[src/rtl/stream_adder_pkg.sv]
// Shared op encodings and saturation-bound helpers for the stream adder.
// Latency: none (package only).
// Backpressure: not applicable.
package stream_adder_pkg;

    localparam logic [1:0] OP_ADD = 2'b00;
    localparam logic [1:0] OP_SUB = 2'b01;
    localparam logic [1:0] OP_ACC = 2'b10;
    localparam logic [1:0] OP_CLR = 2'b11;

    // Helpers return a wide vector; callers keep the low WIDTH bits.
    localparam int SAT_MAX_W = 256;

    function automatic logic [SAT_MAX_W-1:0] sat_max(input int width);
        logic [SAT_MAX_W-1:0] r;
        r = '0;
        for (int i = 0; i < SAT_MAX_W; i++) begin
            if (i < width - 1) begin
                r[i] = 1'b1;
            end
        end
        return r;
    endfunction

    function automatic logic [SAT_MAX_W-1:0] sat_min(input int width);
        logic [SAT_MAX_W-1:0] r;
        r = '0;
        for (int i = 0; i < SAT_MAX_W; i++) begin
            if (i == width - 1) begin
                r[i] = 1'b1;
            end
        end
        return r;
    endfunction

endpackage

[src/rtl/adder_pipe_reg.sv]
// Single valid/ready register slice carrying an opaque DW-bit payload.
// Latency: 1 cycle; full throughput.
// Backpressure: in_ready = !out_valid || out_ready (combinational pass-through of out_ready).
module adder_pipe_reg #(
    parameter int DW = 8
) (
    input  logic          clk,
    input  logic          reset,
    input  logic          in_valid,
    output logic          in_ready,
    input  logic [DW-1:0] in_data,
    output logic          out_valid,
    input  logic          out_ready,
    output logic [DW-1:0] out_data
);

    assign in_ready = !out_valid || out_ready;

    always_ff @(posedge clk or negedge reset) begin
        if (!reset) begin
            out_valid <= 1'b0;
            out_data  <= '0;
        end else if (in_ready) begin
            out_valid <= in_valid;
            if (in_valid) begin
                out_data <= in_data;
            end
        end
    end

endmodule

[src/rtl/stream_adder_acc.sv]
// Two-operand add/sub/accumulate unit with optional signed saturation and term counter.
// Latency: 2 cycles accept-to-out_valid; 1 beat/cycle throughput.
// Backpressure: in_ready falls only when both stages are full and out_ready is low.
module stream_adder_acc
    import stream_adder_pkg::*;
#(
    parameter int WIDTH    = 32,
    parameter int SATURATE = 0,
    parameter int CNT_W    = 8
) (
    input  logic             clk,
    input  logic             reset,
    input  logic             in_valid,
    output logic             in_ready,
    input  logic [WIDTH-1:0] a,
    input  logic [WIDTH-1:0] b,
    input  logic [1:0]       op,
    output logic             out_valid,
    input  logic             out_ready,
    output logic [WIDTH-1:0] sum,
    output logic             carry,
    output logic             ovf,
    output logic [CNT_W-1:0] acc_cnt
);

    typedef struct packed {
        logic [WIDTH-1:0] sum;
        logic             carry;
        logic             ovf;
        logic [CNT_W-1:0] cnt;
    } res_t;

    localparam int DW = $bits(res_t);

    localparam logic [SAT_MAX_W-1:0] SAT_MAX_FULL = sat_max(WIDTH);
    localparam logic [SAT_MAX_W-1:0] SAT_MIN_FULL = sat_min(WIDTH);
    localparam logic [WIDTH-1:0]     SAT_MAX      = SAT_MAX_FULL[WIDTH-1:0];
    localparam logic [WIDTH-1:0]     SAT_MIN      = SAT_MIN_FULL[WIDTH-1:0];
    localparam logic [CNT_W-1:0]     CNT_MAX      = '1;

    logic [WIDTH-1:0] acc;
    logic [CNT_W-1:0] cnt;
    logic [WIDTH-1:0] acc_nxt;
    logic [CNT_W-1:0] cnt_nxt;

    logic [WIDTH:0]   raw;
    logic [WIDTH-1:0] res;
    logic             carry_c;
    logic             ovf_c;
    logic             first_neg;

    logic             accept;
    logic             s1_valid;
    logic             s2_ready;
    res_t             s1_in;
    res_t             s1_out;
    res_t             s2_out;

    assign accept = in_valid && in_ready;

    // Raw arithmetic is one bit wider so the MSB is carry (ADD/ACC) or borrow (SUB).
    always_comb begin
        raw       = '0;
        carry_c   = 1'b0;
        ovf_c     = 1'b0;
        first_neg = a[WIDTH-1];
        case (op)
            OP_ADD: begin
                raw     = {1'b0, a} + {1'b0, b};
                carry_c = raw[WIDTH];
                ovf_c   = (a[WIDTH-1] == b[WIDTH-1]) && (raw[WIDTH-1] != a[WIDTH-1]);
            end
            OP_SUB: begin
                raw     = {1'b0, a} - {1'b0, b};
                carry_c = raw[WIDTH];
                ovf_c   = (a[WIDTH-1] != b[WIDTH-1]) && (raw[WIDTH-1] != a[WIDTH-1]);
            end
            OP_ACC: begin
                first_neg = acc[WIDTH-1];
                raw       = {1'b0, acc} + {1'b0, a};
                carry_c   = raw[WIDTH];
                ovf_c     = (acc[WIDTH-1] == a[WIDTH-1]) && (raw[WIDTH-1] != acc[WIDTH-1]);
            end
            default: begin
                raw = {1'b0, a};
            end
        endcase
    end

    always_comb begin
        res = raw[WIDTH-1:0];
        if ((SATURATE != 0) && ovf_c) begin
            res = first_neg ? SAT_MIN : SAT_MAX;
        end
    end

    always_comb begin
        acc_nxt = acc;
        cnt_nxt = cnt;
        case (op)
            OP_ACC: begin
                acc_nxt = res;
                cnt_nxt = (cnt == CNT_MAX) ? cnt : cnt + CNT_W'(1);
            end
            OP_CLR: begin
                acc_nxt = a;
                cnt_nxt = CNT_W'(1);
            end
            default: begin
                acc_nxt = acc;
                cnt_nxt = cnt;
            end
        endcase
    end

    // Accumulator advances at accept, so a following ACC beat sees the new value.
    always_ff @(posedge clk or negedge reset) begin
        if (!reset) begin
            acc <= '0;
            cnt <= '0;
        end else if (accept) begin
            acc <= acc_nxt;
            cnt <= cnt_nxt;
        end
    end

    always_comb begin
        s1_in.sum   = res;
        s1_in.carry = carry_c;
        s1_in.ovf   = ovf_c;
        s1_in.cnt   = cnt_nxt;
    end

    adder_pipe_reg #(
        .DW (DW)
    ) u_s1 (
        .clk       (clk),
        .reset     (reset),
        .in_valid  (in_valid),
        .in_ready  (in_ready),
        .in_data   (s1_in),
        .out_valid (s1_valid),
        .out_ready (s2_ready),
        .out_data  (s1_out)
    );

    adder_pipe_reg #(
        .DW (DW)
    ) u_s2 (
        .clk       (clk),
        .reset     (reset),
        .in_valid  (s1_valid),
        .in_ready  (s2_ready),
        .in_data   (s1_out),
        .out_valid (out_valid),
        .out_ready (out_ready),
        .out_data  (s2_out)
    );

    assign sum     = s2_out.sum;
    assign carry   = s2_out.carry;
    assign ovf     = s2_out.ovf;
    assign acc_cnt = s2_out.cnt;

endmodule

[config.mk]
export PLATFORM = sky130hd
export DESIGN_NAME = stream_adder_acc
export DESIGN_NICKNAME = d
export VERILOG_FILES = /design/src/rtl/stream_adder_pkg.sv /design/src/rtl/adder_pipe_reg.sv /design/src/rtl/stream_adder_acc.sv
export SDC_FILE = /design/constraint.sdc
export NUM_CORES = 1
export LEC_CHECK = 0
export CORE_MARGIN = 2
export CORE_UTILIZATION = 58
export DETAILED_ROUTE_END_ITERATION = 12
export GPL_TIMING_DRIVEN = 0
export PLACE_DENSITY = 0.84
export SYNTH_ARGS = -nofsm -noshare
export SYNTH_HDL_FRONTEND = slang
export SYNTH_SLANG_ARGS = --single-unit
[constraint.sdc]
create_clock -name clk -period 3.7 [get_ports clk]
set_clock_uncertainty 0.2 [all_clocks]
set_input_delay 1.11 -clock clk [delete_from_list [all_inputs] [get_ports clk]]
set_output_delay 1.11 -clock clk [all_outputs]
set_load 0.03 [all_outputs]
==> impl_metrics.csv, run 1 <==
group,metric,value,unit
synth,synth_top_family_by_area,"compound AO/OA/AOI/OAI gates",
synth,synth_area,0.0104,mm²
route,vias_per_cell,6.76,
finish,area_growth,43.5,%
route,ant_nets,0,
critical_path,slowest_delay,520,ps
finish,antennaDiodeCount,0,
critical_path,path_max_fanout,3,
route,top_layer,"met4",
finish,layout.cells.non_filler,1762,
timing,max_freq,250,MHz
timing,slew_viol_final,0,
power,design_power_total,7.72,mW
synth,synth_compound_area_frac,0.252,
synth,async_reset_ff_frac,1.00,
clock_tree,cts_buffers,17,
grt,first_global_vias,11300,
timing,relSlewSlack,0.356,
synth,synthXorXnorAreaFrac,0.0537,
die,coreArea,0.0178,mm²
clock_tree,cts_sinks,118,
grt,grt_max_degree,86,
finish,nets,1690,
timing,final.min_clock_period,4000,ps
grt,grt-ovfl-total,0,
synth,synth_edf_count,0,
hold_path,worstHoldPathType,"flip-flop to flip-flop",
critical_path,cp-start-kind,"input port",
synth,yosys_warnings,0,
synth,ys_types,79,
critical_path,cp.required,3840,ps
die,row_count,49,
die,dieArea,0.0191,mm²
finish,fin_area,0.0150,mm²
critical_path,path_common_cell,"o21ai_2",
synth,synth-simple-area-share,0.167,
run_status,status,"complete, but fails checks",
route,wl_per_cell,24.2,µm
critical_path,critPathCaptureType,"flip-flop",
timing,worst_pin_slew,967,ps
timing,fin_ws,-298,ps
route,vias,11900,
timing,rsz0062_at_grt,"true",
route,wl_met2,19200,µm
route,wl,42700,µm
die,ios,114,
synth,ys_ff_latch,118,
power,pwr_density_cell,516,mW/mm²
clock_tree,clock_path_buffers,2,
power,ir_drop,0.750,mV
timing,hold_viol_final,0,
grt,grt_usage,0.401,
timing,fin_tns_setup,-3070,ps
clock_tree,clk_pin_slew_worst_paths,60,ps
synth,synth-seq-area-share,0.283,
critical_path,crit_type,"input port to flip-flop",
route,wl_met1,15400,µm
route,dr.first_iter.drc_count,1541,
synth,synth_area_per_cell,8.21,µm²
timing,finalCritPeriodShare,1.08,
route,dr_wl_met3,5470,µm
placement,hpwlAfterDp,26200,µm
synth,synth_nets,1441,
power,pwr-share-seq,0.250,
finish,drive_above_1_share,0.327,
grt,antenna_found_initial,0,
critical_path,crit_path_top_delay_cell,"o41a_1",
die,die_w,138,µm
clock_tree,h-tree-depth,4,
die,initial_core_util,0.587,
clock_tree,cts_tree,"built",
synth,synthAdderAreaFrac,0.122,
power,switchingPower,3.22,mW
power,p_clk_frac,0.223,
synth,synthMuxAreaShare,0.0684,
clock_tree,clk_latency,430,ps
route,drc,0,
critical_path,cp.arrival,4140,ps
synth,synthCells,1271,
power,p_int,4.50,mW
placement,placed_area,0.0119,mm²
run_status,violations,"negative setup slack",
power,p_sw_frac,0.417,
power,leakage,6.52,nW
placement,place_congestion,0.982,
run,cap_viol_max_count,0,
finish,final_common_cell,"nand2_1",
critical_path,crit_chain,"buf_8 > inv_4 > ha_4 > inv_2 > fa_2 > a211oi_2 > o21ai_2 > o21ai_2 > o41a_1 > o311ai_4 > a21boi_2 > o31ai_2 > xor2_1 > a22oi_2 > a31oi_1",
placement,place_inst,1613,
finish,fillers,1040,
grt,grt_pass1_wl,61100,µm
die,die_h,138,µm
power,pwr-share-comb,0.526,
placement,numPortBuffers,112,
finish,layout_common_cells,"140 x nand2_1, 118 x dfrtp_1, 115 x buf_4",
synth,synth_flop_cell,"dfrtp_1",
clock_tree,cts_root_buf,"clkbuf_16",
route,drtPass1Iterations,8,
timing,finalSetupViolCount,24,
[timing repair]
action,in CTS,in global routing
gates cloned,1,0
setup buffers,91,36
gates resized for setup,380,183
hold endpoints to repair,0,0
hold buffers,0,0
pin swaps,92,85
endpoints found under the setup margin,47,43
[metrics by stage]
| stage | setup slack, ps | hold slack [ps] | utilization |
|---|---|---|---|
| 3_3_place_gp | -3090 | 258 | 0.669 |
| 4_1_cts | -106 | 282 | 0.798 |
| 2_1_floorplan | -72.3 | 242 | - |
| 6_report | -298 | 283 | 0.842 |
| 5_1_grt | -360 | 311 | 0.842 |
| 3_5_place_dp | -1650 | 270 | 0.671 |
[worst paths after layout]
| path | endpoint | from | cells past startpoint | slack [ps] |
|---|---|---|---|---|
| setup / recovery | acc[24]$_DFFE_PN0P_ | a[0] | 15 | -300 |
| hold / removal | u_s2.out_data[4]$_DFFE_PN0P_ | u_s2.out_data[4]$_DFFE_PN0P_ | 2 | 280 |
| setup reg to reg | u_s1.out_data[38]$_DFFE_PN0P_ | acc[11]$_DFFE_PN0P_ | 10 | 540 |
| hold reg to reg | u_s2.out_data[4]$_DFFE_PN0P_ | u_s2.out_data[4]$_DFFE_PN0P_ | 2 | 280 |
| max in group asynchronous | acc[4]$_DFFE_PN0P_ | reset | 2 | 2190 |
| min in group asynchronous | async pin | reset | 1 | 390 |
[worst max-delay path, delay by kind of cell]
family	cells	cell delay, ps
buffers and inverters	3	170
adder cells (fa/ha/maj)	2	410
AO/OA/AOI/OAI	9	2170
XOR/XNOR	1	280
[synthesized netlist by cell type, types with 8 or more instances]
master | n | area (µm²)
a31oi_1 | 15 | 93.8
nand3_1 | 25 | 125
nor2b_1 | 12 | 75.1
and3_1 | 12 | 75.1
o211ai_1 | 10 | 75.1
nor3_1 | 31 | 155
o31ai_1 | 11 | 82.6
o21ai_1 | 10 | 50.1
buf_1 | 8 | 30.0
o21ai_0 | 91 | 455
nand2b_1 | 12 | 75.1
o41ai_1 | 8 | 70.1
xor2_1 | 25 | 219
a21o_1 | 25 | 188
a21oi_1 | 119 | 596
o21a_1 | 12 | 90.1
mux2_2 | 44 | 495
dfrtp_1 | 118 | 2950
nand4_1 | 10 | 62.6
buf_2 | 9 | 45.0
o21bai_1 | 14 | 105
mux2i_1 | 15 | 150
inv_1 | 77 | 289
ha_1 | 97 | 1210
clkbuf_1 | 44 | 165
a211oi_1 | 15 | 113
nand2_1 | 147 | 552
nor2_1 | 108 | 405
xnor2_1 | 39 | 342
[sequential cells by signal, indices dropped and copies added (netlist names), named ones only]
register / count
u_s2.out_data: 42
acc: 32
u_s2.out_valid: 1
u_s1.out_valid: 1
u_s1.out_data: 34
[kinds of logic after synthesis]
logic type,after synthesis
xor+xnor,64
compound gates,399
fa+ha+maj,100
simple gates,386
flops,118
buf+inv,142
mux,62
[final cells by class]
| type | instances | area [µm²] | share of cell area |
|---|---|---|---|
| clock inverters | 13 | 171 | 0.0115 |
| repair buffers | 237 | 2050 | 0.137 |
| inverters | 79 | 327 | 0.0218 |
| multi-input cells | 1011 | 8440 | 0.564 |
| clock buffers | 19 | 443 | 0.0296 |
| flip-flops and latches | 118 | 2950 | 0.197 |
| well taps | 229 | 287 | 0.0191 |
| plain buffers | 56 | 297 | 0.0198 |
[layer usage]
layer / track usage / up-vias
met4: 0.156 / 0
met5: 0 / -
met3: 0.0939 / 272
li1: - / 5079
met1: 0.525 / 5565
met2: 0.650 / 992
[power groups by stage]
stage,registers [mW],clock network [mW],logic [mW]
2_1_floorplan,2.19,0,1.89
3_3_place_gp,1.90,0,3.10
3_5_place_dp,1.93,0,3.17
4_1_cts,1.92,1.71,3.61
5_1_grt,1.98,1.78,4.30
6_report,1.93,1.73,4.06
(Power assumes the default switching activity.)
==> run 2: changes to the inputs <==
--- a/config.mk
+++ b/config.mk
@@ -10,6 +10,7 @@
 export DETAILED_ROUTE_END_ITERATION = 12
 export GPL_TIMING_DRIVEN = 0
 export PLACE_DENSITY = 0.84
+export SETUP_SLACK_MARGIN = 0.15
 export SYNTH_ARGS = -nofsm -noshare
 export SYNTH_HDL_FRONTEND = slang
 export SYNTH_SLANG_ARGS = --single-unit
==> run 2 against run 1 <==
The flow still finishes with violations (negative setup slack); critical path depth down 4; highest routed layer unchanged; via count down 2.5%; routed wire length down 6.8%; largest cell class unchanged; sequential share of layout area about the same; first-iteration DRC count down 25%.
==> impl_metrics.csv, run 2 (synthesis results as in run 1) <==
group,metric,value,unit
placement,hpwlAfterDp,26100,µm
hold_path,hold-path-endpoint,"u_s2.out_data[6]$_DFFE_PN0P_",
route,drtPass1Iterations,6,
critical_path,cp.arrival,3920,ps
critical_path,path_max_fanout,5,
die,coreArea,0.0178,mm²
timing,final.min_clock_period,3840,ps
critical_path,crit_type,"input port to flip-flop",
critical_path,cp.required,3790,ps
timing,relSlewSlack,0.407,
finish,final_common_cell,"nand2_1",
die,ios,114,
clock_tree,clk_pin_slew_worst_paths,60,ps
finish,nets,1670,
finish,regMostFlops,"u_s2.out_data",
critical_path,crit_chain,"buf_4 > ha_2 > a2111oi_4 > a211oi_4 > o31ai_4 > o41ai_4 > a221o_1 > a41oi_2 > mux2i_1 > xnor2_1 > a221o_1",
placement,place_congestion,0.991,
clock_tree,clock_path_buffers,2,
finish,largest_reg_flops,42,
power,pwr_density_cell,534,mW/mm²
finish,drive_above_1_share,0.328,
timing,finalSetupViolCount,9,
placement,numPortBuffers,112,
finish,fillers,1020,
finish,layout_common_cells,"140 x nand2_1, 118 x dfrtp_1, 98 x buf_4",
clock_tree,cts_buffers,17,
grt,grt_max_degree,91,
timing,hold_viol_final,0,
critical_path,cp-start-kind,"input port",
hold_path,worstHoldPathType,"flip-flop to flip-flop",
grt,grt-ovfl-total,0,
finish,fin_area,0.0149,mm²
finish,reg.largest.list,"u_s2.out_data: 42 flops, u_s1.out_data: 34 flops, acc: 32 flops",
timing,rsz0062_at_grt,"true",
critical_path,path_common_cell,"a221o_1",
finish,utilization,0.840,
run,cap_viol_max_count,0,
power,design_power_total,7.97,mW
die,initial_core_util,0.587,
critical_path,critPathCaptureType,"flip-flop",
hold_path,hold_depth,2,
timing,max_freq,261,MHz
clock_tree,h-tree-depth,4,
timing,finalCritPeriodShare,1.04,
power,leakage,6.46,nW
grt,grt_pass1_wl,60100,µm
grt,antenna_found_initial,0,
timing,slew_viol_final,0,
timing,fin_hold_ws,288,ps
critical_path,r2r-start,"acc[14]$_DFFE_PN0P_",
critical_path,r2r_cells,11,
finish,antennaDiodeCount,0,
route,wl,39800,µm
route,dr.first_iter.drc_count,1160,
critical_path,crit_path_top_delay_cell,"a2111oi_4",
route,wl_per_cell,22.8,µm
route,vias_per_cell,6.66,
route,ant_nets,0,
run_status,status,"complete, but fails checks",
route,vias,11600,
hold_path,hp-start,"u_s2.out_data[6]$_DFFE_PN0P_",
clock_tree,cts_root_buf,"clkbuf_16",
run_status,violations,"negative setup slack",
power,ir_drop,0.579,mV
clock_tree,cts_tree,"built",
critical_path,slowest_delay,470,ps
timing,fin_tns_setup,-753,ps
clock_tree,cts_sinks,118,
grt,first_global_vias,11200,
critical_path,r2r_slack,390,ps
die,dieArea,0.0191,mm²
die,die_w,138,µm
finish,area_growth,43.1,%
clock_tree,clk_latency,420,ps
timing,fin_ws,-136,ps
die,die_h,138,µm
placement,placed_area,0.0121,mm²
grt,grt_usage,0.391,
die,row_count,49,
timing,worst_pin_slew,890,ps
route,drc,0,
critical_path,r2r_end,"u_s1.out_data[8]$_DFFE_PN0P_",
==> run 2: cell types whose count changed in the layout (fill, tap and decap cells not counted), sizes merged, moves of 2 or more <==
cell         change
dlygate4sd2      +7
clkinvlp         -2
bufinv           +3
clkinv           -2
buf             -24
==> run 2: area by class of cell <==
class	instances	area (µm²)	share of cell area
buffer	63	367	0.0245
clock buffer	19	453	0.0303
clock inverter	13	241	0.0162
inverter	79	329	0.0220
multi-input combinational	1011	8450	0.566
sequential	118	2950	0.198
tap	229	287	0.0192
timing repair buffer	210	1850	0.124
==> run 2: critical path, delay by kind of cell <==
kind | cells | cell delay [ps]
adders and majority gates | 1 | 250
buffers and inverters | 1 | 140
AOI/OAI and AO/OA | 7 | 2070
muxes | 1 | 130
xor gates and xnor gates | 1 | 210
==> run 2: report_power, final <==
part / internal, mW / switching [mW]
clock network: 1.31 / 0.661
logic: 1.75 / 2.31
registers: 1.67 / 0.269
==> run 2: per-stage QoR <==
| step | setup WS, ps | std cells |
|---|---|---|
| 3_5_place_dp | -1620 | 1613 |
| 2_1_floorplan | -40.5 | 1271 |
| 5_1_grt | -159 | 1742 |
| 4_1_cts | -119 | 1727 |
| 6_report | -136 | 1742 |
| 3_3_place_gp | -3130 | 1612 |
==> run 2: how the worst max path moves through the flow <==
stage / start / end / slack, ps
final: a[5] / u_s1.out_data[41]$_DFFE_PN0P_ / -140
after global placement: reset / acc[1]$_DFFE_PN0P_ / -3130
after CTS: b[8] / u_s1.out_data[41]$_DFFE_PN0P_ / -120
after detailed placement: a[1] / u_s1.out_data[39]$_DFFE_PN0P_ / -1620
after global routing: b[12] / u_s1.out_data[41]$_DFFE_PN0P_ / -160
after floorplan: b[5] / u_s1.out_data[41]$_DFFE_PN0P_ / -40
==> run 2: what timing repair did <==
item,in CTS,in global routing
hold buffers,0,0
setup buffers,82,15
gates cloned,0,0
resized for setup,397,148
pin swaps,111,83
endpoints found under the setup margin,51,55
hold endpoints to repair,0,0
==> run 2: routing by layer <==
layer,track usage,up-vias,part of all wire
li1,-,5017,-
met1,0.527,5495,0.38
met3,0.0779,221,0.12
met4,0.161,0,0.050
met2,0.620,876,0.46
met5,0,-,0
==> run 3: changes to the inputs <==
--- a/config.mk
+++ b/config.mk
@@ -11,6 +11,7 @@
 export GPL_TIMING_DRIVEN = 0
 export PLACE_DENSITY = 0.84
 export SETUP_SLACK_MARGIN = 0.15
+export SLEW_MARGIN = 20
 export SYNTH_ARGS = -nofsm -noshare
 export SYNTH_HDL_FRONTEND = slang
 export SYNTH_SLANG_ARGS = --single-unit
==> run 3 against run 2 <==
Fmax decreased by 3.7%; total power rose by 2.1%; count of clock-buffer cells in the layout unchanged; non-clock buffer count increased by 20; global-route usage up 0.98 points; the run still ends with negative setup slack left; sequential power hardly changed; flip-flop and latch count did not move; highest routed layer is now met5; register-to-register slack gained 20 ps; combinational power rose by 4%; clock power hardly changed; via count rose by 4.8%; worst hold slack lost 12 ps.
==> impl_metrics.csv, run 3 (synthesis results as in run 1) <==
group,metric,value,unit
run,cap_viol_max_count,0,
timing,rsz0062_at_grt,"true",
grt,met2_usage,0.637,
route,wl_per_cell,24.6,µm
run_status,violations,"negative setup slack",
timing,max_freq,251,MHz
timing,final.min_clock_period,3980,ps
grt,busiest_layer,"met2",
clock_tree,clock_path_buffers,2,
critical_path,r2r_end,"u_s1.out_data[8]$_DFFE_PN0P_",
hold_path,worstHoldPathType,"flip-flop to flip-flop",
die,die_h,138,µm
timing,slew_viol_final,0,
finish,utilization,0.858,
grt,met3_usage,0.0811,
critical_path,path_common_cell,"a221o_1",
critical_path,crit_type,"input port to flip-flop",
grt,grt_max_degree,76,
placement,place_congestion,0.991,
route,vias,12200,
grt,grt_usage,0.401,
finish,largest_reg_flops,42,
finish,fillers,910,
route,drc,0,
clock_tree,cts_root_buf,"clkbuf_16",
finish,area_growth,46.3,%
clock_tree,cts_buffers,17,
route,vias_per_cell,6.90,
critical_path,crit_path_top_delay_cell,"a2111oi_4",
finish,drive_above_1_share,0.342,
clock_tree,cts_sinks,118,
placement,numPortBuffers,112,
critical_path,path_max_fanout,3,
timing,relSlewSlack,0.383,
timing,fin_ws,-284,ps
critical_path,crit_chain,"buf_12 > ha_4 > inv_6 > a2111oi_4 > a211oi_4 > o31ai_4 > o41ai_4 > buf_4 > a221o_1 > a41oi_2 > mux2i_1 > xnor2_1 > a221o_1",
die,dieArea,0.0191,mm²
clock_tree,clk_latency,430,ps
timing,fin_hold_ws,275,ps
clock_tree,clk_pin_slew_worst_paths,60,ps
placement,place_inst,1613,
power,pwr_density_cell,534,mW/mm²
finish,reg.largest.list,"u_s2.out_data: 42 flops, u_s1.out_data: 34 flops, acc: 32 flops",
route,ant_nets,0,
grt,met1_usage,0.532,
finish,final_common_cell,"nand2_1",
finish,nets,1690,
critical_path,r2r_cells,11,
critical_path,r2r_slack,410,ps
die,initial_core_util,0.587,
finish,antennaDiodeCount,0,
clock_tree,cts_tree,"built",
critical_path,cp.required,3800,ps
finish,layout_common_cells,"139 x nand2_1, 118 x dfrtp_1, 110 x buf_4",
timing,finalCritPeriodShare,1.08,
grt,grt_pass1_wl,61400,µm
timing,hold_viol_final,0,
die,ios,114,
route,wl,43300,µm
grt,grt-ovfl-total,0,
finish,layout.cells.non_filler,1762,
power,ir_drop,0.569,mV
die,coreArea,0.0178,mm²
die,row_count,49,
critical_path,cp-start-kind,"input port",
grt,antenna_found_initial,1,
critical_path,crit_buf_inv,3,
power,leakage,6.60,nW
run_status,status,"complete, but fails checks",
timing,finalSetupViolCount,15,
critical_path,cp.arrival,4080,ps
route,drtPass1Iterations,6,
die,die_w,138,µm
critical_path,critPathCaptureType,"flip-flop",
critical_path,critPathTopFamily,"compound AO/OA/AOI/OAI gates",
critical_path,crit_start,"a[6]",
finish,regMostFlops,"u_s2.out_data",
clock_tree,h-tree-depth,4,
timing,worst_pin_slew,925,ps
clock_tree,hold_buffers,0,
critical_path,r2r-start,"acc[14]$_DFFE_PN0P_",
route,dr.first_iter.drc_count,1554,
critical_path,crit_end,"u_s1.out_data[41]$_DFFE_PN0P_",
hold_path,hp-start,"u_s2.out_data[4]$_DFFE_PN0P_",
critical_path,slowest_delay,400,ps
critical_path,cp.depth,13,
grt,first_global_vias,11400,
placement,hpwlAfterDp,26100,µm
run 3: worst min path at each step:
stage	cells after the start	endpoint	slack [ps]
floorplan	2	u_s1.out_data[11]$_DFFE_PN0P_	240
global placement	2	u_s1.out_data[29]$_DFFE_PN0P_	260
detailed placement	2	u_s1.out_data[21]$_DFFE_PN0P_	260
CTS	2	u_s2.out_data[4]$_DFFE_PN0P_	280
global route	1	acc[15]$_DFFE_PN0P_	290
finish	2	u_s2.out_data[4]$_DFFE_PN0P_	280
run 3: what timing repair did:
item	4_1_cts	5_1_grt
setup endpoints to repair	51	46
resized for setup	404	181
pin swaps	99	95
buffers inserted	87	30
run 3: final cells by class:
cell class                 count  area (µm²)  area share
tap                          229         287      0.0188
timing repair buffer         230        2080       0.136
sequential                   118        2950       0.193
clock buffer                  19         453      0.0297
multi-input combinational   1011        8550       0.560
clock inverter                13         241      0.0158
inverter                      79         327      0.0214
buffer                        63         367      0.0240
run 3: through the flow:
| step | TNS (ps) | area [µm²] | setup WS, ps | total power, mW |
|---|---|---|---|---|
| 2_1_floorplan | -73.9 | 10600 | -40.5 | 4.12 |
| 3_3_place_gp | -410860 | 12000 | -3130 | 5.06 |
| 3_5_place_dp | -45350 | 12100 | -1660 | 5.14 |
| 4_1_cts | -660 | 14500 | -188 | 7.57 |
| 5_1_grt | -3510 | 15300 | -312 | 8.46 |
| 6_report | -2270 | 15300 | -284 | 8.14 |
run 3: tightest hold or removal path: cells and delay by family, from the launching register on:
| family | cells | cell delay (ps) |
|---|---|---|
| and+or+nand+nor | 1 | 40 |
| DFF | 1 | 340 |
| AOI/OAI and AO/OA | 1 | 60 |
run 3: metal layers:
layer / wire length [µm] / vias to the layer above
met5: 13 / -
met4: 3190 / 2
met3: 5580 / 338
met2: 19000 / 1028
met1: 15500 / 5731
li1: - / 5063
run 3: report_power, final:
| part | total (mW) | leakage [nW] | internal (mW) | switching (mW) |
|---|---|---|---|---|
| combinational | 4.21 | 4.83 | 1.80 | 2.41 |
| clock | 1.98 | 0.339 | 1.31 | 0.666 |
| sequential | 1.96 | 1.44 | 1.67 | 0.285 |
| total | 8.14 | 6.60 | 4.78 | 3.36 |
